--- config.mk ---
export PLATFORM = sky130hd
export DESIGN_NAME = axi_lite_master_bridge
export DESIGN_NICKNAME = d
export VERILOG_FILES = /design/src/rtl/axi_lite_master_bridge.sv
export SDC_FILE = /design/constraint.sdc
export NUM_CORES = 1
export LEC_CHECK = 0
export BUFFER_PORTS_ARGS = -buffer_cell sky130_fd_sc_hd__clkbuf_2
export CORE_MARGIN = 1.5
export CORE_UTILIZATION = 46
export CTS_CLUSTER_DIAMETER = 200
export DETAILED_ROUTE_END_ITERATION = 10
export PLACE_DENSITY = 0.92
export SLEW_MARGIN = 0
export SYNTH_ARGS = -nofsm -noshare
export SYNTH_HDL_FRONTEND = slang
export SYNTH_SLANG_ARGS = --single-unit
export TNS_END_PERCENT = 20
--- constraint.sdc ---
create_clock -name clk -period 2.64 [get_ports clk]
set_clock_uncertainty 0.2 [all_clocks]
set_input_delay 0.528 -clock clk [delete_from_list [all_inputs] [get_ports clk]]
set_output_delay 0.528 -clock clk [all_outputs]
set_load 0.01 [all_outputs]
--- src/rtl/axi_lite_master_bridge.sv ---
`default_nettype none
// ============================================================================
// Module  : axi_lite_master_bridge
// Brief   : Single-outstanding AXI4-Lite master driven by a req/done command
//           port, with a per-transaction timeout abort.
// Revision: 1.0 - initial release
// ============================================================================
module axi_lite_master_bridge #(
    parameter int ADDR_WIDTH      = 32,
    parameter int DATA_WIDTH      = 32,
    parameter int TRANS_W_STRB_W  = 4,
    parameter int TRANS_WR_RESP_W = 2,
    parameter int TRANS_PROT      = 3,
    parameter int TIMEOUT_CYCLES  = 256
) (
    input  logic                       clk,
    input  logic                       resetn,
    input  logic                       i_req,
    input  logic                       i_we,
    input  logic [ADDR_WIDTH-1:0]      i_addr,
    input  logic [DATA_WIDTH-1:0]      i_wdata,
    input  logic [TRANS_W_STRB_W-1:0]  i_wstrb,
    input  logic [TRANS_PROT-1:0]      i_prot,
    output logic                       o_busy,
    output logic                       o_done,
    output logic [DATA_WIDTH-1:0]      o_rdata,
    output logic [TRANS_WR_RESP_W-1:0] o_resp,
    output logic                       o_err,
    output logic                       o_timeout,
    output logic [ADDR_WIDTH-1:0]      o_axi_awaddr,
    output logic [TRANS_PROT-1:0]      o_axi_awprot,
    output logic                       o_axi_awvalid,
    input  logic                       i_axi_awready,
    output logic [DATA_WIDTH-1:0]      o_axi_wdata,
    output logic [TRANS_W_STRB_W-1:0]  o_axi_wstrb,
    output logic                       o_axi_wvalid,
    input  logic                       i_axi_wready,
    input  logic [TRANS_WR_RESP_W-1:0] i_axi_bresp,
    input  logic                       i_axi_bvalid,
    output logic                       o_axi_bready,
    output logic [ADDR_WIDTH-1:0]      o_axi_araddr,
    output logic [TRANS_PROT-1:0]      o_axi_arprot,
    output logic                       o_axi_arvalid,
    input  logic                       i_axi_arready,
    input  logic [DATA_WIDTH-1:0]      i_axi_rdata,
    input  logic [TRANS_WR_RESP_W-1:0] i_axi_rresp,
    input  logic                       i_axi_rvalid,
    output logic                       o_axi_rready
);

    localparam int c_CNT_W = $clog2(TIMEOUT_CYCLES + 1);
    localparam logic [c_CNT_W-1:0] c_CNT_ONE = c_CNT_W'(1);
    // The accept edge is the first counted cycle, so the abort lands on the
    // edge that makes o_done appear exactly TIMEOUT_CYCLES cycles after accept.
    localparam logic [c_CNT_W-1:0] c_ABORT_CNT = c_CNT_W'(TIMEOUT_CYCLES - 2);
    localparam logic [TRANS_WR_RESP_W-1:0] c_RESP_SLVERR = TRANS_WR_RESP_W'(2);

    typedef enum logic [2:0] {
        S_IDLE    = 3'd0,
        S_WR_REQ  = 3'd1,
        S_WR_RESP = 3'd2,
        S_RD_ADDR = 3'd3,
        S_RD_DATA = 3'd4
    } state_t;

    state_t               r_state;
    logic [c_CNT_W-1:0]   r_cnt;
    logic                 r_aw_done;
    logic                 r_w_done;

    logic w_aw_hs, w_w_hs, w_b_hs, w_ar_hs, w_r_hs;
    logic w_final_hs, w_abort;

    assign w_aw_hs    = o_axi_awvalid & i_axi_awready;
    assign w_w_hs     = o_axi_wvalid  & i_axi_wready;
    assign w_b_hs     = o_axi_bready  & i_axi_bvalid;
    assign w_ar_hs    = o_axi_arvalid & i_axi_arready;
    assign w_r_hs     = o_axi_rready  & i_axi_rvalid;
    // A response handshake on the expiry edge still completes normally.
    assign w_final_hs = ((r_state == S_WR_RESP) & w_b_hs) | ((r_state == S_RD_DATA) & w_r_hs);
    assign w_abort    = (r_state != S_IDLE) & (r_cnt == c_ABORT_CNT) & ~w_final_hs;

    always_ff @(posedge clk or negedge resetn) begin
        if (!resetn) begin
            r_state       <= S_IDLE;
            r_cnt         <= '0;
            r_aw_done     <= 1'b0;
            r_w_done      <= 1'b0;
            o_busy        <= 1'b0;
            o_done        <= 1'b0;
            o_rdata       <= '0;
            o_resp        <= '0;
            o_err         <= 1'b0;
            o_timeout     <= 1'b0;
            o_axi_awaddr  <= '0;
            o_axi_awprot  <= '0;
            o_axi_awvalid <= 1'b0;
            o_axi_wdata   <= '0;
            o_axi_wstrb   <= '0;
            o_axi_wvalid  <= 1'b0;
            o_axi_bready  <= 1'b0;
            o_axi_araddr  <= '0;
            o_axi_arprot  <= '0;
            o_axi_arvalid <= 1'b0;
            o_axi_rready  <= 1'b0;
        end else begin
            o_done <= 1'b0;
            if (r_state != S_IDLE) begin
                r_cnt <= r_cnt + c_CNT_ONE;
            end
            if (w_abort) begin
                r_state       <= S_IDLE;
                o_busy        <= 1'b0;
                o_done        <= 1'b1;
                o_timeout     <= 1'b1;
                o_resp        <= c_RESP_SLVERR;
                o_err         <= 1'b1;
                o_rdata       <= '0;
                o_axi_awvalid <= 1'b0;
                o_axi_wvalid  <= 1'b0;
                o_axi_bready  <= 1'b0;
                o_axi_arvalid <= 1'b0;
                o_axi_rready  <= 1'b0;
            end else begin
                case (r_state)
                    S_IDLE: begin
                        if (i_req) begin
                            r_cnt        <= '0;
                            r_aw_done    <= 1'b0;
                            r_w_done     <= 1'b0;
                            o_busy       <= 1'b1;
                            o_axi_awaddr <= i_addr;
                            o_axi_awprot <= i_prot;
                            o_axi_wdata  <= i_wdata;
                            o_axi_wstrb  <= i_wstrb;
                            o_axi_araddr <= i_addr;
                            o_axi_arprot <= i_prot;
                            if (i_we) begin
                                r_state       <= S_WR_REQ;
                                o_axi_awvalid <= 1'b1;
                                o_axi_wvalid  <= 1'b1;
                            end else begin
                                r_state       <= S_RD_ADDR;
                                o_axi_arvalid <= 1'b1;
                            end
                        end
                    end
                    S_WR_REQ: begin
                        if (w_aw_hs) begin
                            o_axi_awvalid <= 1'b0;
                            r_aw_done     <= 1'b1;
                        end
                        if (w_w_hs) begin
                            o_axi_wvalid <= 1'b0;
                            r_w_done     <= 1'b1;
                        end
                        if ((r_aw_done | w_aw_hs) & (r_w_done | w_w_hs)) begin
                            r_state <= S_WR_RESP;
                        end
                    end
                    S_WR_RESP: begin
                        if (w_b_hs) begin
                            r_state      <= S_IDLE;
                            o_axi_bready <= 1'b0;
                            o_busy       <= 1'b0;
                            o_done       <= 1'b1;
                            o_timeout    <= 1'b0;
                            o_resp       <= i_axi_bresp;
                            o_err        <= (i_axi_bresp != '0);
                            o_rdata      <= '0;
                        end else begin
                            o_axi_bready <= 1'b1;
                        end
                    end
                    S_RD_ADDR: begin
                        if (w_ar_hs) begin
                            o_axi_arvalid <= 1'b0;
                            r_state       <= S_RD_DATA;
                        end
                    end
                    S_RD_DATA: begin
                        if (w_r_hs) begin
                            r_state      <= S_IDLE;
                            o_axi_rready <= 1'b0;
                            o_busy       <= 1'b0;
                            o_done       <= 1'b1;
                            o_timeout    <= 1'b0;
                            o_resp       <= i_axi_rresp;
                            o_err        <= (i_axi_rresp != '0);
                            o_rdata      <= i_axi_rdata;
                        end else begin
                            o_axi_rready <= 1'b1;
                        end
                    end
                    default: r_state <= S_IDLE;
                endcase
            end
        end
    end

endmodule
`default_nettype wire
# ---- Yosys cells after proc, flatten, opt, wreduce, memory -nomap -nowiden
# Index checks and enable logic that the tools add are counted.
# W data, S select, Z words.
dict set report totals {
  word_cells 131
  regBits 128
}
dict set report op_classes {
  addsub 1
  n_bitwise 15
  eq_ne 17
  n_mux 59
  n_reduce_logical 20
}
# cell count
set ops {}
lappend ops {{$mux W32} 3}
lappend ops {{$pmux W32 S2} 1}
lappend ops {{$mux W9} 4}
lappend ops {{$mux W1} 30}
lappend ops {{$ne A3 B3 Y1 const B} 9}
lappend ops {{$reduce_and A4 Y1} 6}
lappend ops {{$mux W3} 6}
lappend ops {{$pmux W1 S2} 8}
lappend ops {{$pmux W3 S5} 1}
lappend ops {{$reduce_bool A3 Y1} 4}
lappend ops {{$and A1 B1 Y1} 10}
lappend ops {{$reduce_bool A2 Y1} 5}
lappend ops {{$add A9 B1 Y9 const B} 1}
lappend ops {{$eq A9 B8 Y1 const B} 1}
lappend ops {{$mux W2} 4}
lappend ops {{$eq A3 B2 Y1 const B} 2}
lappend ops {{$ne A2 B2 Y1 const B} 3}
lappend ops {{$reduce_and A3 Y1} 2}
lappend ops {{$reduce_and A5 Y1} 1}
lappend ops {{$pmux W2 S2} 1}
lappend ops {{$reduce_bool A4 Y1} 1}
lappend ops {{$eq A3 B1 Y1 const B} 1}
lappend ops {{$eq A3 B3 Y1 const B} 1}
lappend ops {{$logic_not A3 Y1} 1}
lappend ops {{other kinds (3)} 6}

# ---- Depth between registers and ports, before layout
dict set report logic_depth {
  ltp_word 7
  ltp_mapped 8
  ltp_nobuf 6
}

# ---- Worst setup path after synthesis
# No wires, ideal clock.
dict set report synth_path {
  kind {flip-flop to flip-flop}
  start {register r_state[2]}
  end {register o_rdata[0]}
  setup_ns 0.121
  stages_incl_launch_ff 9
  arrival_time_ns 1.619
  required_ns 2.319
  period_less_slack_ns 1.940
  path_slack_ns 0.700
  path_cell_list {dfrtp_1 buf_4 or3b_1 buf_6 o32ai_4 nor2b_2 buf_6 buf_8 a22o_1}
}
dict set report synth_via {
  elab_chain_cells 7
  elab_cells_between_ends 15
}
# item line
set synth_rtl {}
lappend synth_rtl {{start: declaration} 66} ;# state_t r_state;
lappend synth_rtl {{start signal: assignment} 85} ;# r_state <= S_IDLE;
lappend synth_rtl {{start signal: assignment} 112} ;# r_state <= S_IDLE;
lappend synth_rtl {{start signal: assignment} 139} ;# r_state <= S_WR_REQ;
lappend synth_rtl {{$eq A3 B2 Y1 or $eq A3 B3 Y1 (tied branches)} {80, 125}}
lappend synth_rtl {{$and A1 B1 Y1} 80} ;# assign w_final_hs = ((r_state == S_WR_RESP) & w_b_hs) | ((r_state == S_RD_DATA) & w_r_hs);
lappend synth_rtl {{$or A1 B1 Y1} 80}
lappend synth_rtl {{$not A1 Y1} 81} ;# assign w_abort = (r_state != S_IDLE) & (r_cnt == c_ABORT_CNT) & ~w_final_hs;
lappend synth_rtl {{$and A1 B1 Y1} 81}
lappend synth_rtl {{$ne A3 B3 Y1 (no line) or $reduce_bool A3 Y1 (tied branches)} n/a}
lappend synth_rtl {{$reduce_and A3 Y1 (no line)} n/a}
lappend synth_rtl {{end signal: assignment} 190} ;# o_rdata <= i_axi_rdata;
lappend synth_rtl {{end: declaration} 26} ;# output logic [DATA_WIDTH-1:0] o_rdata,
# Several ways; a longest one is shown, not always the timed one.
# A chain may end at the register's enable or synchronous reset.

# ---- Worst setup path after layout
dict set report layout_path {
  start {register r_state[2]}
  end {register o_axi_wvalid}
}
dict set report layout_via {
  elab_chain_cells 7
  elab_cells_between_ends 18
}
# item line
set layout_rtl {}
lappend layout_rtl {{$eq A3 B2 Y1 or $eq A3 B3 Y1 (tied branches)} 80}
lappend layout_rtl {{$and A1 B1 Y1} 80}
lappend layout_rtl {{$or A1 B1 Y1} 80}
lappend layout_rtl {{$not A1 Y1} 81}
lappend layout_rtl {{$and A1 B1 Y1} 81}
lappend layout_rtl {{$ne A3 B3 Y1 (no line) or $reduce_bool A3 Y1 (tied branches)} n/a}
lappend layout_rtl {{$reduce_and A4 Y1 (no line)} n/a}
lappend layout_rtl {{end signal: assignment} 100} ;# o_axi_wvalid <= 1'b0;
lappend layout_rtl {{end signal: assignment} 120} ;# o_axi_wvalid <= 1'b0;
lappend layout_rtl {{end signal: assignment} 141} ;# o_axi_wvalid <= 1'b1;
lappend layout_rtl {{end: declaration} 36} ;# output logic o_axi_wvalid,
# Several ways; a longest one is shown, not always the timed one.

==> qor.txt <==
Slowest stage delay, CP -> 0.51 ns
Final setup violation count -> 0
Setup Total Neg Slack -> 0 ns
Detailed Route WL -> 13000 um
Routed length per instance -> 14.1 um
Maximum fanout count along the critical path -> 10
Area growth, synth to finish -> 34.0%
Post-synth net total -> 656
Crit path kind -> reg2reg
H-tree depth -> 4
Vert. Die Dim -> 111 um
Combinational share of power -> 0.353
Cell chosen for the clock root -> sky130_fd_sc_hd__clkbuf_16
Non-filler cells, final -> 924
Maximum vdd ir drop -> 646 uV
Transition at the pin with the smallest max-transition slack -> 0.552 ns
Number of primary I/O pins -> 265
Result of the run -> finished, final reports clean
Combined global-route utilization of all metal layers -> 0.221
Detailed placement HPWL -> 9230 um
Cells along the critical path -> or3b_1, o32ai_4, o21ai_1, o32ai_1
Count of standard-cell rows -> 39
Clock share of power -> 0.271
Clk pin slew, worst setup/hold paths -> 0.06 ns
Number of buffers and inverters on the critical path -> 0
Sequential Power Share -> 0.376
Global-route wire length before repair -> 21500 um
Setup repair after global routing missed its margin -> no
Number of pins exceeding their max-slew limit in the final report -> 0
Final critical path time including I/O delays and setup -> 2.17 ns
Worst Slack Setup Final -> 0.472 ns
Power after layout -> 0.00877 W
Latest clock arrival within the worst-skew pair -> 0.40 ns
Total number of clock tree sinks -> 128
TritonCTS clock tree -> done
Most frequent standard cell in the layout excluding fill and tap cells -> sky130_fd_sc_hd__clkbuf_2
Sum of overflow across all layers after global routing -> 0
Drt first-iter violations -> 183
Internal power component -> 0.00550 W
Drt via density -> 4.90
Net load switching power -> 0.00327 W
Die outline width -> 111 um
Number of gates given a new drive strength after cts -> 0
Portion of the clock cycle consumed by the worst path in the final layout -> 0.821
Leading cell types in the layout, fill and taps excluded -> 263 x sky130_fd_sc_hd__clkbuf_2, 223 x sky130_fd_sc_hd__nand2_1, 128 x sky130_fd_sc_hd__dfrtp_1, 32 x sky130_fd_sc_hd__a22o_1
Sequential share of the synthesized area -> 0.599
Placed Cells -> 891
Pin count of the biggest net entering global routing -> 70
Total CTS buffers -> 17
Total leakage power -> 4.09 nW
Endpoint required time on the critical path -> 2.72 ns
Avg Synthesized Cell Area -> 9.94 um2
RD Place Congestion -> 0.838
First-pass iteration count of the detailed router -> 4
FILL cells -> 914
Largest delay share family, worst path -> compound AO/OA/AOI/OAI gates
Fraction of layout instances using a drive strength above 1 -> 0.397
Buffers from clock root to sink, at most -> 2
Number of global-route vias before repair -> 4395
Class of the tightest hold or removal check -> in2reg
Maximum Capacitance Violations -> 0
Placement Setup Slack -> 0.527 ns
Total vias in the final route -> 4525
Total Die Area -> 12300 um2
Final Hold Vio Count -> 0
Count of antenna-violating nets left after detailed routing -> 0
Gate count after technology mapping -> 538
Initial core utilization -> 0.470
Number of buffers added on ports -> 264
Max-slew headroom -> 0.631
Netlist Area Pre-Place -> 5350 um2
Netlist cell types -> 43
Crit end category -> flop
Switching Share -> 0.373
Flop and latch count out of synthesis -> 128
DRC violation count after routing -> 0
Critical Path Source Type -> flop
Yosys warnings -> 0
Count of inserted antenna diode cells -> 0
Area of the placeable core -> 11400 um2
Timing-limited maximum frequency -> 461 MHz
Crit path DAT -> 2.25 ns
Number of antenna violations at the first check in global routing -> 0
Nets -> 886
Slowest cell on the critical path -> sky130_fd_sc_hd__or3b_1
Power density normalized to cell area -> 1220 nW/um2
sequential cells by signal, indices dropped and copies added (netlist names), 2 cells and up:
name / count
r_cnt: 9
o_rdata: 32
o_axi_wdata: 32
o_resp: 2
r_state: 3
o_axi_wstrb: 4
o_axi_araddr: 32
o_axi_arprot: 3
worst min-delay path: cells and delay by family:
family	cells	cell delay [ns]
simple gates	2	0.08
buf+inv	1	0.07
power groups by stage:
stage / Combinational [W] / Clock, W / Sequential, W
floorplan: 0.00177 / 0 / 0.00352
global placement: 0.00303 / 0 / 0.00328
detailed placement: 0.00313 / 0 / 0.00330
CTS: 0.00314 / 0.00242 / 0.00330
global route: 0.00344 / 0.00252 / 0.00340
finish: 0.00310 / 0.00237 / 0.00330
cells by family (layout without fill, tap and decap cells):
family                   count (synthesis)  after routing  share of synthesized area
AND/OR/NAND/NOR                        265            265                      0.200
buffers and inverters                   67            310                     0.0857
AO/OA/AOI/OAI                           70             70                      0.100
adder cells (fa/ha/maj)                  2              2                    0.00468
XOR/XNOR                                 3              3                    0.00492
flip-flops                             128            128                      0.599
multiplexers                             3              3                    0.00562
path summary, 6_finish.rpt:
| path | from | to | slack, ns | cells past startpoint |
|---|---|---|---|---|
| max | r_state[2]$_DFFE_PN0P_ | o_axi_wvalid$_DFFE_PN0P_ | 0.47 | 4 |
| min | i_prot[1] | o_axi_arprot[1]$_DFFE_PN0P_ | 0.12 | 3 |
| max reg2reg | r_state[2]$_DFFE_PN0P_ | o_axi_wvalid$_DFFE_PN0P_ | 0.47 | 4 |
| min reg2reg | o_axi_wdata[1]$_DFFE_PN0P_ | o_axi_wdata[1]$_DFFE_PN0P_ | 0.27 | 2 |
| max in group asynchronous | resetn | o_axi_wdata[19]$_DFFE_PN0P_ | 1.15 | 3 |
| min in group asynchronous | resetn | o_rdata[4]$_DFFE_PN0P_ | 0.45 | 2 |
timing repair:
action / CTS / global route
endpoints found under the setup margin: 0 / 0
hold buffers: 1 / 0
setup buffers: 0 / 0
endpoints found under the hold margin: 40 / 0
layer usage:
layer | GRT usage | vias up | part of all wire
li1 | - | 2188 | -
met5 | 0 | - | 0
met3 | 0.0536 | 20 | 0.066
met2 | 0.380 | 226 | 0.51
met1 | 0.272 | 2091 | 0.41
met4 | 0.0803 | 0 | 0.018
stage by stage:
stage / area (um2) / hold WS (ns) / util
6_report: 7160 / 0.117 / 0.630
5_1_grt: 7160 / 0.107 / 0.630
4_1_cts: 7160 / 0.0970 / 0.630
3_5_place_dp: 6540 / 0.261 / 0.575
3_3_place_gp: 6540 / 0.257 / 0.575
2_1_floorplan: 5350 / 0.0324 / -
synthesized netlist by cell type (all sizes together):
library cell / count / area share
o32ai: 3 / 0.0084
nor3: 4 / 0.0037
o311ai: 1 / 0.0016
nand3b: 1 / 0.0014
dfrtp: 128 / 0.60
a22oi: 1 / 0.0014
and4: 1 / 0.0016
o21a: 1 / 0.0014
nand4b: 1 / 0.0016
inv: 4 / 0.0028
o21ai: 18 / 0.017
and3: 1 / 0.0012
a22o: 32 / 0.052
nand2: 224 / 0.16
and2: 2 / 0.0023
nand2b: 1 / 0.0012
clkbuf: 6 / 0.0042
o311a: 1 / 0.0019
xor2: 3 / 0.0049
or3b: 1 / 0.0016
buf: 57 / 0.079
or3: 2 / 0.0023
a21boi: 1 / 0.0014
nand3: 8 / 0.0075
o31ai: 1 / 0.0014
o2bb2ai: 1 / 0.0016
o221ai: 1 / 0.0016
a2bb2oi: 1 / 0.0016
ha: 2 / 0.0047
nor2b: 2 / 0.0028
nand4: 4 / 0.0047
and2b: 2 / 0.0028
a21oi: 6 / 0.0056
nor2: 11 / 0.0077
a21o: 2 / 0.0028
mux2i: 3 / 0.0056
final cells by class:
cell class,instances,area (um2),share of cell area
Inverter,4,15.0,0.00210
Multi-Input combinational cell,343,1690,0.236
Tap cell,143,179,0.0250
Timing Repair Buffer,274,1460,0.204
Clock inverter,15,185,0.0259
Sequential cell,128,3200,0.447
Clock buffer,17,425,0.0594
Note: power is estimated with default switching activity, not from simulation.
